### src/rtl/hdlc_line_monitor.sv
`default_nettype none
// ============================================================================
// Module      : hdlc_line_monitor
// Description : Multi-channel HDLC serial line monitor. For every channel it
//               detects flags, aborts, idle and stuffed zeros, classifies
//               each closed frame as good or bad by its de-stuffed payload
//               length, and keeps a saturating error counter per channel.
//               Counters are read through a channel-select mux.
// Revision    : 1.0 - initial release
// ----------------------------------------------------------------------------
// Ports
//   i_clk            rising-edge clock
//   i_rst_n          asynchronous active-low reset
//   i_line_en[N]     per-channel bit valid; a bit is consumed only when high
//   i_line[N]        per-channel serial bit
//   i_clear_cnt      synchronous clear of all error counters (wins over +1)
//   i_cnt_sel        channel whose error counter drives o_err_count
//   o_flag_detect[N] pulse: flag 01111110 completed
//   o_abort_detect[N]pulse: 0 followed by seven ones completed
//   o_idle_detect[N] level: at least IDLE_LEN consecutive ones
//   o_zero_remove[N] pulse: stuffed zero dropped inside a frame
//   o_in_frame[N]    level: channel is ACTIVE
//   o_frame_ok[N]    pulse: closing flag ended a legal frame
//   o_frame_err[N]   pulse: closing flag ended an illegal frame
//   o_err_count      error counter of channel i_cnt_sel
// ============================================================================
module hdlc_line_monitor #(
    parameter  int NUM_CH   = 1,
    parameter  int IDLE_LEN = 8,
    parameter  int MIN_BITS = 32,
    parameter  int BCNT_W   = 12,
    parameter  int ERR_W    = 16,
    localparam int SEL_W    = (NUM_CH > 1) ? $clog2(NUM_CH) : 1
) (
    input  logic              i_clk,
    input  logic              i_rst_n,
    input  logic [NUM_CH-1:0] i_line_en,
    input  logic [NUM_CH-1:0] i_line,
    input  logic              i_clear_cnt,
    input  logic [SEL_W-1:0]  i_cnt_sel,
    output logic [NUM_CH-1:0] o_flag_detect,
    output logic [NUM_CH-1:0] o_abort_detect,
    output logic [NUM_CH-1:0] o_idle_detect,
    output logic [NUM_CH-1:0] o_zero_remove,
    output logic [NUM_CH-1:0] o_in_frame,
    output logic [NUM_CH-1:0] o_frame_ok,
    output logic [NUM_CH-1:0] o_frame_err,
    output logic [ERR_W-1:0]  o_err_count
);

    typedef enum logic [0:0] {
        ST_HUNT   = 1'b0,
        ST_ACTIVE = 1'b1
    } state_t;

    localparam logic [3:0]        c_idle_len  = 4'(IDLE_LEN);
    localparam logic [3:0]        c_run_five  = 4'd5;
    localparam logic [3:0]        c_run_six   = 4'd6;
    // The closing flag's leading 0 and six ones are counted as payload
    // before the flag can be recognised; they are subtracted back out.
    localparam logic [BCNT_W-1:0] c_flag_lead = BCNT_W'(7);
    localparam logic [BCNT_W-1:0] c_min_bits  = BCNT_W'(MIN_BITS);

    logic [NUM_CH-1:0][ERR_W-1:0] w_err_all;

    for (genvar g = 0; g < NUM_CH; g++) begin : g_ch

        // Input stage
        logic              r_en;
        logic              r_bit;

        // Channel state
        logic [3:0]        r_run;
        state_t            r_state;
        state_t            w_state_next;
        logic [BCNT_W-1:0] r_bcnt;
        logic [BCNT_W-1:0] w_bcnt_next;
        logic [ERR_W-1:0]  r_err;

        // Registered outputs
        logic              r_flag;
        logic              r_abort;
        logic              r_idle;
        logic              r_zrem;
        logic              r_ok;
        logic              r_ferr;

        // Detection
        logic [3:0]        w_run_next;
        logic              w_flag;
        logic              w_abort;
        logic              w_stuff;
        logic              w_idle_evt;
        logic [BCNT_W-1:0] w_len;
        logic              w_len_good;
        logic              w_ok;
        logic              w_ferr;
        logic              w_err_inc;

        always_comb begin
            w_flag     = r_en && !r_bit && (r_run == c_run_six);
            w_abort    = r_en &&  r_bit && (r_run == c_run_six);
            w_stuff    = r_en && !r_bit && (r_run == c_run_five) &&
                         (r_state == ST_ACTIVE);

            if (!r_en) begin
                w_run_next = r_run;
            end else if (!r_bit) begin
                w_run_next = 4'd0;
            end else if (r_run >= c_idle_len) begin
                w_run_next = c_idle_len;
            end else begin
                w_run_next = r_run + 4'd1;
            end

            w_idle_evt = r_en && r_bit && (r_run != c_idle_len) &&
                         (w_run_next == c_idle_len);

            // Wraps on purpose when fewer than seven bits were counted; a
            // saturated counter can no longer give a trustworthy length.
            w_len      = r_bcnt - c_flag_lead;
            w_len_good = (w_len[2:0] == 3'd0) && (w_len >= c_min_bits) &&
                         !(&r_bcnt);
        end

        // Next-state and frame classification
        always_comb begin
            w_state_next = r_state;
            w_bcnt_next  = r_bcnt;
            w_ok         = 1'b0;
            w_ferr       = 1'b0;
            w_err_inc    = 1'b0;

            case (r_state)
                ST_HUNT: begin
                    if (w_flag) begin
                        w_state_next = ST_ACTIVE;
                        w_bcnt_next  = '0;
                    end
                end
                ST_ACTIVE: begin
                    if (w_flag) begin
                        // Shared closing/opening flag: stay ACTIVE.
                        w_bcnt_next = '0;
                        if (w_len != '0) begin
                            if (w_len_good) begin
                                w_ok      = 1'b1;
                            end else begin
                                w_ferr    = 1'b1;
                                w_err_inc = 1'b1;
                            end
                        end
                    end else if (w_abort) begin
                        w_state_next = ST_HUNT;
                        w_err_inc    = 1'b1;
                    end else if (w_idle_evt) begin
                        w_state_next = ST_HUNT;
                    end else if (r_en && !w_stuff) begin
                        w_bcnt_next = (&r_bcnt) ? r_bcnt
                                                : r_bcnt + BCNT_W'(1);
                    end
                end
                default: begin
                    w_state_next = ST_HUNT;
                end
            endcase
        end

        always_ff @(posedge i_clk or negedge i_rst_n) begin
            if (!i_rst_n) begin
                r_en    <= 1'b0;
                r_bit   <= 1'b0;
                // Start saturated so a line idling high after reset is not
                // mistaken for an abort.
                r_run   <= c_idle_len;
                r_state <= ST_HUNT;
                r_bcnt  <= '0;
                r_err   <= '0;
                r_flag  <= 1'b0;
                r_abort <= 1'b0;
                r_idle  <= 1'b0;
                r_zrem  <= 1'b0;
                r_ok    <= 1'b0;
                r_ferr  <= 1'b0;
            end else begin
                r_en    <= i_line_en[g];
                r_bit   <= i_line[g];
                r_run   <= w_run_next;
                r_state <= w_state_next;
                r_bcnt  <= w_bcnt_next;
                r_flag  <= w_flag;
                r_abort <= w_abort;
                r_zrem  <= w_stuff;
                r_ok    <= w_ok;
                r_ferr  <= w_ferr;
                if (r_en) begin
                    r_idle <= (w_run_next == c_idle_len);
                end
                if (i_clear_cnt) begin
                    r_err <= '0;
                end else if (w_err_inc && !(&r_err)) begin
                    r_err <= r_err + ERR_W'(1);
                end
            end
        end

        assign o_flag_detect[g]  = r_flag;
        assign o_abort_detect[g] = r_abort;
        assign o_idle_detect[g]  = r_idle;
        assign o_zero_remove[g]  = r_zrem;
        assign o_in_frame[g]     = (r_state == ST_ACTIVE);
        assign o_frame_ok[g]     = r_ok;
        assign o_frame_err[g]    = r_ferr;
        assign w_err_all[g]      = r_err;
    end

    // Counter read-back; an out-of-range select reads zero.
    always_comb begin
        o_err_count = '0;
        for (int i = 0; i < NUM_CH; i++) begin
            if (i_cnt_sel == SEL_W'(i)) begin
                o_err_count = w_err_all[i];
            end
        end
    end

endmodule
`default_nettype wire

### config.mk
export PLATFORM = sky130hd
export DESIGN_NAME = hdlc_line_monitor
export DESIGN_NICKNAME = d
export VERILOG_FILES = /design/src/rtl/hdlc_line_monitor.sv
export SDC_FILE = /design/constraint.sdc
export NUM_CORES = 1
export LEC_CHECK = 0
export CAP_MARGIN = 10
export CORE_ASPECT_RATIO = 1.2
export CORE_MARGIN = 1.5
export CORE_UTILIZATION = 45
export DETAILED_ROUTE_END_ITERATION = 8
export HOLD_SLACK_MARGIN = 0.05
export PLACE_DENSITY = 0.7
export SLEW_MARGIN = 20
export SYNTH_ARGS = -nofsm -noshare
export SYNTH_HDL_FRONTEND = slang
export SYNTH_SLANG_ARGS = --single-unit
### constraint.sdc
create_clock -name i_clk -period 3.24 [get_ports i_clk]
set_clock_uncertainty 0.15 [all_clocks]
set_input_delay 0.324 -clock i_clk [delete_from_list [all_inputs] [get_ports i_clk]]
set_output_delay 0.324 -clock i_clk [all_outputs]
set_load 0.02 [all_outputs]
==> run summary, run 1 <==
Slew @ Worst Pin = 925 ps
Yosys cell types = 53
Period utilization = 0.875
Status = finished clean
Final Power = 1060 uW
Core box area = 5260 sq um
Clock Sink Count = 41
Layout Nets = 291
WL final = 4990 microns
P_leak = 0.00116 uW
Remaining antenna violation count after routing = 0
CP Launch Type = register
Peak Freq = 353 MHz
Worst path arrival time = 2910 ps
Cell area after layout = 2820 sq um
Hold_ws = 308 ps
Internal power = 776 uW
DRC Markers = 0
Die ar. = 5860 sq um
GRT Resource Usage Total = 0.181
Cell count after placement = 332
Clk_lat worst skew = 300 ps
Multi-input logic area = 1280 sq um
Sum Neg Setup Slack = 0 ps
Area growth syn-to-layout = 15.8%
Yosys warns = 0
Reg clk slew, reported paths = 80 ps
Largest net degree at the start of global routing = 42
Unrepaired setup endpoints after global routing = no
Switching power as a share of total power = 0.269
ANT cells = 0
Sequential-to-total area share from yosys stat = 0.422
Filler Cell Count = 478
Port bufs = 28
Pre-antenna DRT Iters = 4
Fin. Hold Viols = 0
Sequential cell area = 1030 sq um
HPWL after DPL = 3350 microns
Hold/Removal Path Class = in -> reg
Core Rows = 29
Critical Path RT = 3310 ps
Drt initial violations = 150
Via density = 5.67
Global-route wire length before repair = 8590 microns
Combinational fraction of design power = 0.110
Max-cap violations = 0
CTS root buf = clkbuf_8
Final Non-Filler Cells = 341
Max_slew headroom = 0.383
CTS tree = yes
Initial antenna violation count = 0
Die Span X = 70.1 microns
Routed vias = 1932
Post-CTS Setup Bufs = 0
Top cell type's share of synthesized area = 0.411
Post-Syn Instances = 258
H-Tree Depth = 2
Share of cells above drive strength 1 = 0.100
Sequential share of power = 0.537
Final setup fails = 0
Top post-synthesis cells by area = dfrtp_1, nor2b_1, o31ai_1
Placer Congestion = 0.810
I/O Pins = 29
CP Capture Type = register
Vias in the first global route = 1860
Tmin final = 2840 ps
CTS max path bufs = 2
Leading area contributor after synthesis = dfrtp_1
Max Slew Vio Count = 0
Starting density of the core = 0.463
Wire length per cell = 14.6 microns
Syn_area_per_cell = 9.43 sq um
Synthesized flop and latch total = 41
Maximum vdd drop = 0.300 mV
R2R depth = 10
Die H = 83.6 microns
Clock network fraction of design power = 0.353
Crit Path Category = reg -> reg
Worst hold path depth = 1
Grt total ovfl = 0
Synthesized cell area = 2430 sq um
Max FO, Critical Path = 13
CTS buffer count = 5
P_sw = 286 uW
Dpl cell area = 2710 sq um
Power per Cell Area = 377 nW/um^2
Synth Net Count = 271
## worst max-delay path, stage by stage (launching register included)
cell       delay (ps)
dfrtp_1           480
inv_1             130
ha_1              310
nand2_1            70
o22ai_1            80
a2111oi_0         700
a211oi_1          170
buf_4             220
and2_1            180
nand3_1           100
mux2i_1           180
## per-stage QoR
stage | utilization | worst slack (ps)
floorplan | - | 697
global placement | 0.515 | 438
detailed placement | 0.515 | 397
CTS | 0.536 | 369
global route | 0.536 | 148
finish | 0.536 | 404
## what timing repair did
item / 4_1_cts / 5_1_grt
hold buffers: 1 / 0
resized for setup: 0 / 0
hold endpoints to repair: 15 / 0
## worst paths after layout
check                               endpoint              from  slack [ps]
setup / recovery           g_ch[0].r_bcnt[5]  g_ch[0].r_run[0]         400
hold / removal                  g_ch[0].r_en         i_line_en         310
setup reg to reg           g_ch[0].r_bcnt[5]  g_ch[0].r_run[0]         400
hold reg to reg                o_idle_detect     o_idle_detect         380
max in group asynchronous         o_frame_ok           i_rst_n        1820
min in group asynchronous   g_ch[0].r_err[3]           i_rst_n         540
## state kept, by name, indices dropped and copies added, names as in the netlist
register        count
g_ch.r_err         16
g_ch.r_bcnt        12
g_ch.r_run          4
g_ch.r_bit          1
g_ch.r_en           1
o_abort_detect      1
o_flag_detect       1
o_frame_err         1
o_frame_ok          1
o_idle_detect       1
o_in_frame          1
o_zero_remove       1
## power by group through the flow
stage               sequential [uW]  combinational (uW)  clock [uW]
finish                          570                 117         374
global route                    576                 129         407
CTS                             568                 119         385
detailed placement              578                 117           0
global placement                577                 115           0
floorplan                       568                77.9           0
## routing by layer
metal | part of all wire | up-vias | track usage
met5 | 0 | - | 0
met4 | 0.016 | 0 | 0.0664
met3 | 0.031 | 7 | 0.0374
met2 | 0.49 | 37 | 0.312
met1 | 0.46 | 921 | 0.223
li1 | - | 967 | -
## layout make-up
class / instances / share of cell area
clock inverters: 1 / 0.00178
inverters: 4 / 0.00533
multi-input cells: 194 / 0.453
clock buffers: 7 / 0.0342
well taps: 62 / 0.0275
repair buffers: 32 / 0.114
flip-flops and latches: 41 / 0.364
## kinds of logic after synthesis
logic type               after synthesis  synth area share
AND/OR/NAND/NOR                      121             0.294
buffers and inverters                 23            0.0530
flip-flops                            41             0.422
adder cells (fa/ha/maj)                7            0.0360
AO/OA/AOI/OAI                         53             0.144
multiplexers                           4            0.0190
XOR/XNOR                               9            0.0324
## cell usage after synthesis (all sizes together)
cell type / instances
a211oi: 1
a31oi: 2
a21oi: 20
nor3b: 1
o21a: 1
and2: 6
or3: 2
o2111ai: 1
o21ai: 8
a32oi: 1
nand4: 5
and4: 3
nand3: 18
a2111oi: 1
dfstp: 1
mux2: 2
nor2b: 19
nor2: 17
or4: 14
a21o: 2
nor4: 1
and3: 9
inv: 4
a41oi: 1
o22ai: 2
nand2b: 5
nand3b: 1
buf: 8
clkbuf: 11
dfrtp: 40
or3b: 3
ha: 7
nor3: 1
nand2: 15
xor2: 8
o31ai: 13
xnor2: 1
and3b: 1
mux2i: 2
## layout by cell type (no fill, tap or decap), types with 3 or more instances in the layout
cell	n
nand2_1	15
and2_1	6
o31ai_1	13
inv_1	4
and4_1	3
ha_1	7
nand2b_1	5
a21oi_1	18
nand4_1	5
nor2b_1	19
nor2_1	17
clkbuf_8	7
and3_1	9
or4_1	11
o21ai_0	5
xor2_1	8
dfrtp_1	40
nand3_1	18
clkdlybuf4s50_1	27
(Power assumes the default switching activity.)
==> run 2: changes to the inputs <==
CORE_ASPECT_RATIO = 1.5   (was 1.2)
==> run summary, run 2 (same netlist as run 1, synthesis figures left out) <==
Vias in the first global route = 1952 (+4.9%)
Sum Neg Setup Slack = 0 ps (unchanged)
P_leak = 0.00118 uW (+1.4%)
H-Tree Depth = 2 (unchanged)
GR Util met3 = 0.0265 (-0.0110)
DRC Markers = 0 (unchanged)
Worst path arrival time = 2870 ps (-40 ps)
Grt met2 use = 0.348 (+0.0358)
Starting density of the core = 0.471 (+0.00863)
Die Span X = 63.0 microns (-10%)
GR Util met1 = 0.224 (+0.00120)
Peak Freq = 348 MHz (-1.2%)
Most common cell after layout, fill and taps aside = dfrtp_1
Pre-antenna DRT Iters = 6 (+2)
Commonest non-fill, non-tap cells in the layout = dfrtp_1, clkdlybuf4s50_1, nor2b_1, nand3_1, a21oi_1
Routed vias = 1986 (+2.8%)
CP Launch Type = register
Grt total ovfl = 0 (unchanged)
ANT cells = 0 (unchanged)
Port bufs = 28 (unchanged)
Max Slew Vio Count = 0 (unchanged)
Via density = 5.67 (+0.15%)
Share of cells above drive strength 1 = 0.106 (+0.00602)
GRT Resource Usage Total = 0.191 (+0.00938)
CTS tree = yes
Die H = 93.1 microns (+11%)
Cell count after placement = 341 (+2.7%)
Core Rows = 32 (+10%)
HPWL after DPL = 3510 microns (+4.8%)
CTS max path bufs = 2 (unchanged)
Crit-path slowest cell = a21oi_4
Largest net degree at the start of global routing = 42 (unchanged)
Unrepaired setup endpoints after global routing = no
Hold/Removal Path Class = in -> reg
Reg clk slew, reported paths = 80 ps (about the same)
Slew @ Worst Pin = 915 ps (-9.77 ps)
Largest stage delay, worst path = 450 ps (-250 ps)
Clk_lat worst skew = 290 ps (about the same)
CTS Hold Bufs = 1 (unchanged)
Max_slew headroom = 0.390 (+0.00652)
Post-CTS resize count = 0 (unchanged)
Core box area = 5160 sq um (-1.8%)
CP Capture Type = register
Post-CTS Setup Bufs = 0 (unchanged)
CTS buffer count = 5 (unchanged)
Global-route wire length before repair = 8960 microns (+4.3%)
Max FO, Critical Path = 22 (+9)
Placer Congestion = 0.805 (-0.59%)
Maximum vdd drop = 0.363 mV (+21%)
Fin. Hold Viols = 0 (unchanged)
Final setup fails = 0 (unchanged)
Area growth syn-to-layout = 17.2%
Max reg flops = 16 (unchanged)
Top flop regs = g_ch.r_err: 16 flops, g_ch.r_bcnt: 12 flops, g_ch.r_run: 4 flops
CTS root buf = clkbuf_8
Critical Path RT = 3240 ps (-70 ps)
GR peak layer = met2
Remaining antenna violation count after routing = 0 (unchanged)
Crit Path Category = reg -> reg
Max-cap violations = 0 (unchanged)
Largest Register = g_ch.r_err
Crit-path cells = ha_1, or3b_1, mux2i_1, a32oi_1, or3_4, a21oi_4, buf_4, or4_1, a21oi_1
WL final = 5000 microns (about the same)
Power per Cell Area = 390 nW/um^2 (+3.5%)
Clock Sink Count = 41 (unchanged)
Wire length per cell = 14.3 microns (-2.5%)
Initial antenna violation count = 0 (unchanged)
I/O Pins = 29 (unchanged)
Die ar. = 5870 sq um (+0.13%)
Period utilization = 0.886 (+0.0108)
Status = finished clean
Final Non-Filler Cells = 350 (+2.6%)
Filler Cell Count = 471 (-1.5%)
Layout Nets = 294 (+1.0%)
Drt initial violations = 85 (-43%)
Tmin final = 2870 ps (+35.1 ps)
==> run 2: changes by cell type in the layout (fill, tap and decap cells not counted) <==
| cell | before | now |
|---|---|---|
| buf_12 | 1 | 0 |
| buf_4 | 2 | 6 |
| bufinv_16 | 0 | 1 |
| clkinv_2 | 1 | 0 |
| clkbuf_8 | 7 | 6 |
| clkbuf_1 | 0 | 1 |
==> run 2: final timing paths <==
path,end,startpoint,slack [ps],depth (start not counted)
min in group asynchronous,g_ch[0].r_err[2],i_rst_n,550,2
hold reg to reg,o_idle_detect,o_idle_detect,370,1
max in group asynchronous,g_ch[0].r_bcnt[11],i_rst_n,1820,2
setup reg to reg,g_ch[0].r_err[11],g_ch[0].r_bcnt[0],370,9
hold / removal,g_ch[0].r_bit,i_line,310,1
setup / recovery,g_ch[0].r_err[11],g_ch[0].r_bcnt[0],370,9
==> run 2: metrics by stage <==
stage,cell area [sq um],util,hold slack [ps],total power [uW],worst slack [ps]
6_report,2850,0.552,314,1110,369
5_1_grt,2850,0.552,315,1170,151
4_1_cts,2850,0.552,306,1130,357
3_5_place_dp,2730,0.528,351,695,377
3_3_place_gp,2730,0.528,352,692,445
2_1_floorplan,2430,-,-122,646,697
==> run 2: cell type report <==
class                   count  area (sq um)  share of cell area
clock inverters             1          30.0              0.0105
well taps                  68          85.1              0.0298
multi-input cells         194          1280               0.448
repair buffers             35           330               0.116
flip-flops and latches     41          1030               0.360
inverters                   4          15.0             0.00527
clock buffers               7          86.3              0.0303
==> run 2: power by group <==
group / switching (uW) / leakage [uW] / internal (uW) / total (uW)
clock: 174 / 0.0000585 / 251 / 425
combinational: 66.8 / 0.000558 / 49.9 / 117
sequential: 37.1 / 0.000561 / 533 / 570
==> run 2: critical path: cells and delay by family, from the launching register on <==
kind | cells | cell delay, ps
AO/OA/AOI/OAI | 3 | 660
AND/OR/NAND/NOR | 3 | 840
flip-flops | 1 | 440
buffers and inverters | 1 | 230
multiplexers | 1 | 140
adder cells (fa/ha/maj) | 1 | 270
==> run 2: per-layer routing <==
metal,up-vias,share of wire
met1,969,0.42
met2,37,0.54
met4,0,0.016
met3,5,0.024
met5,-,0
li1,975,-
==> run 3: changes to the inputs <==
CAP_MARGIN = 20   (was 10)
==> results of run 3 <==
No change in the layout: final DEF, timing and power equal those of run 2.
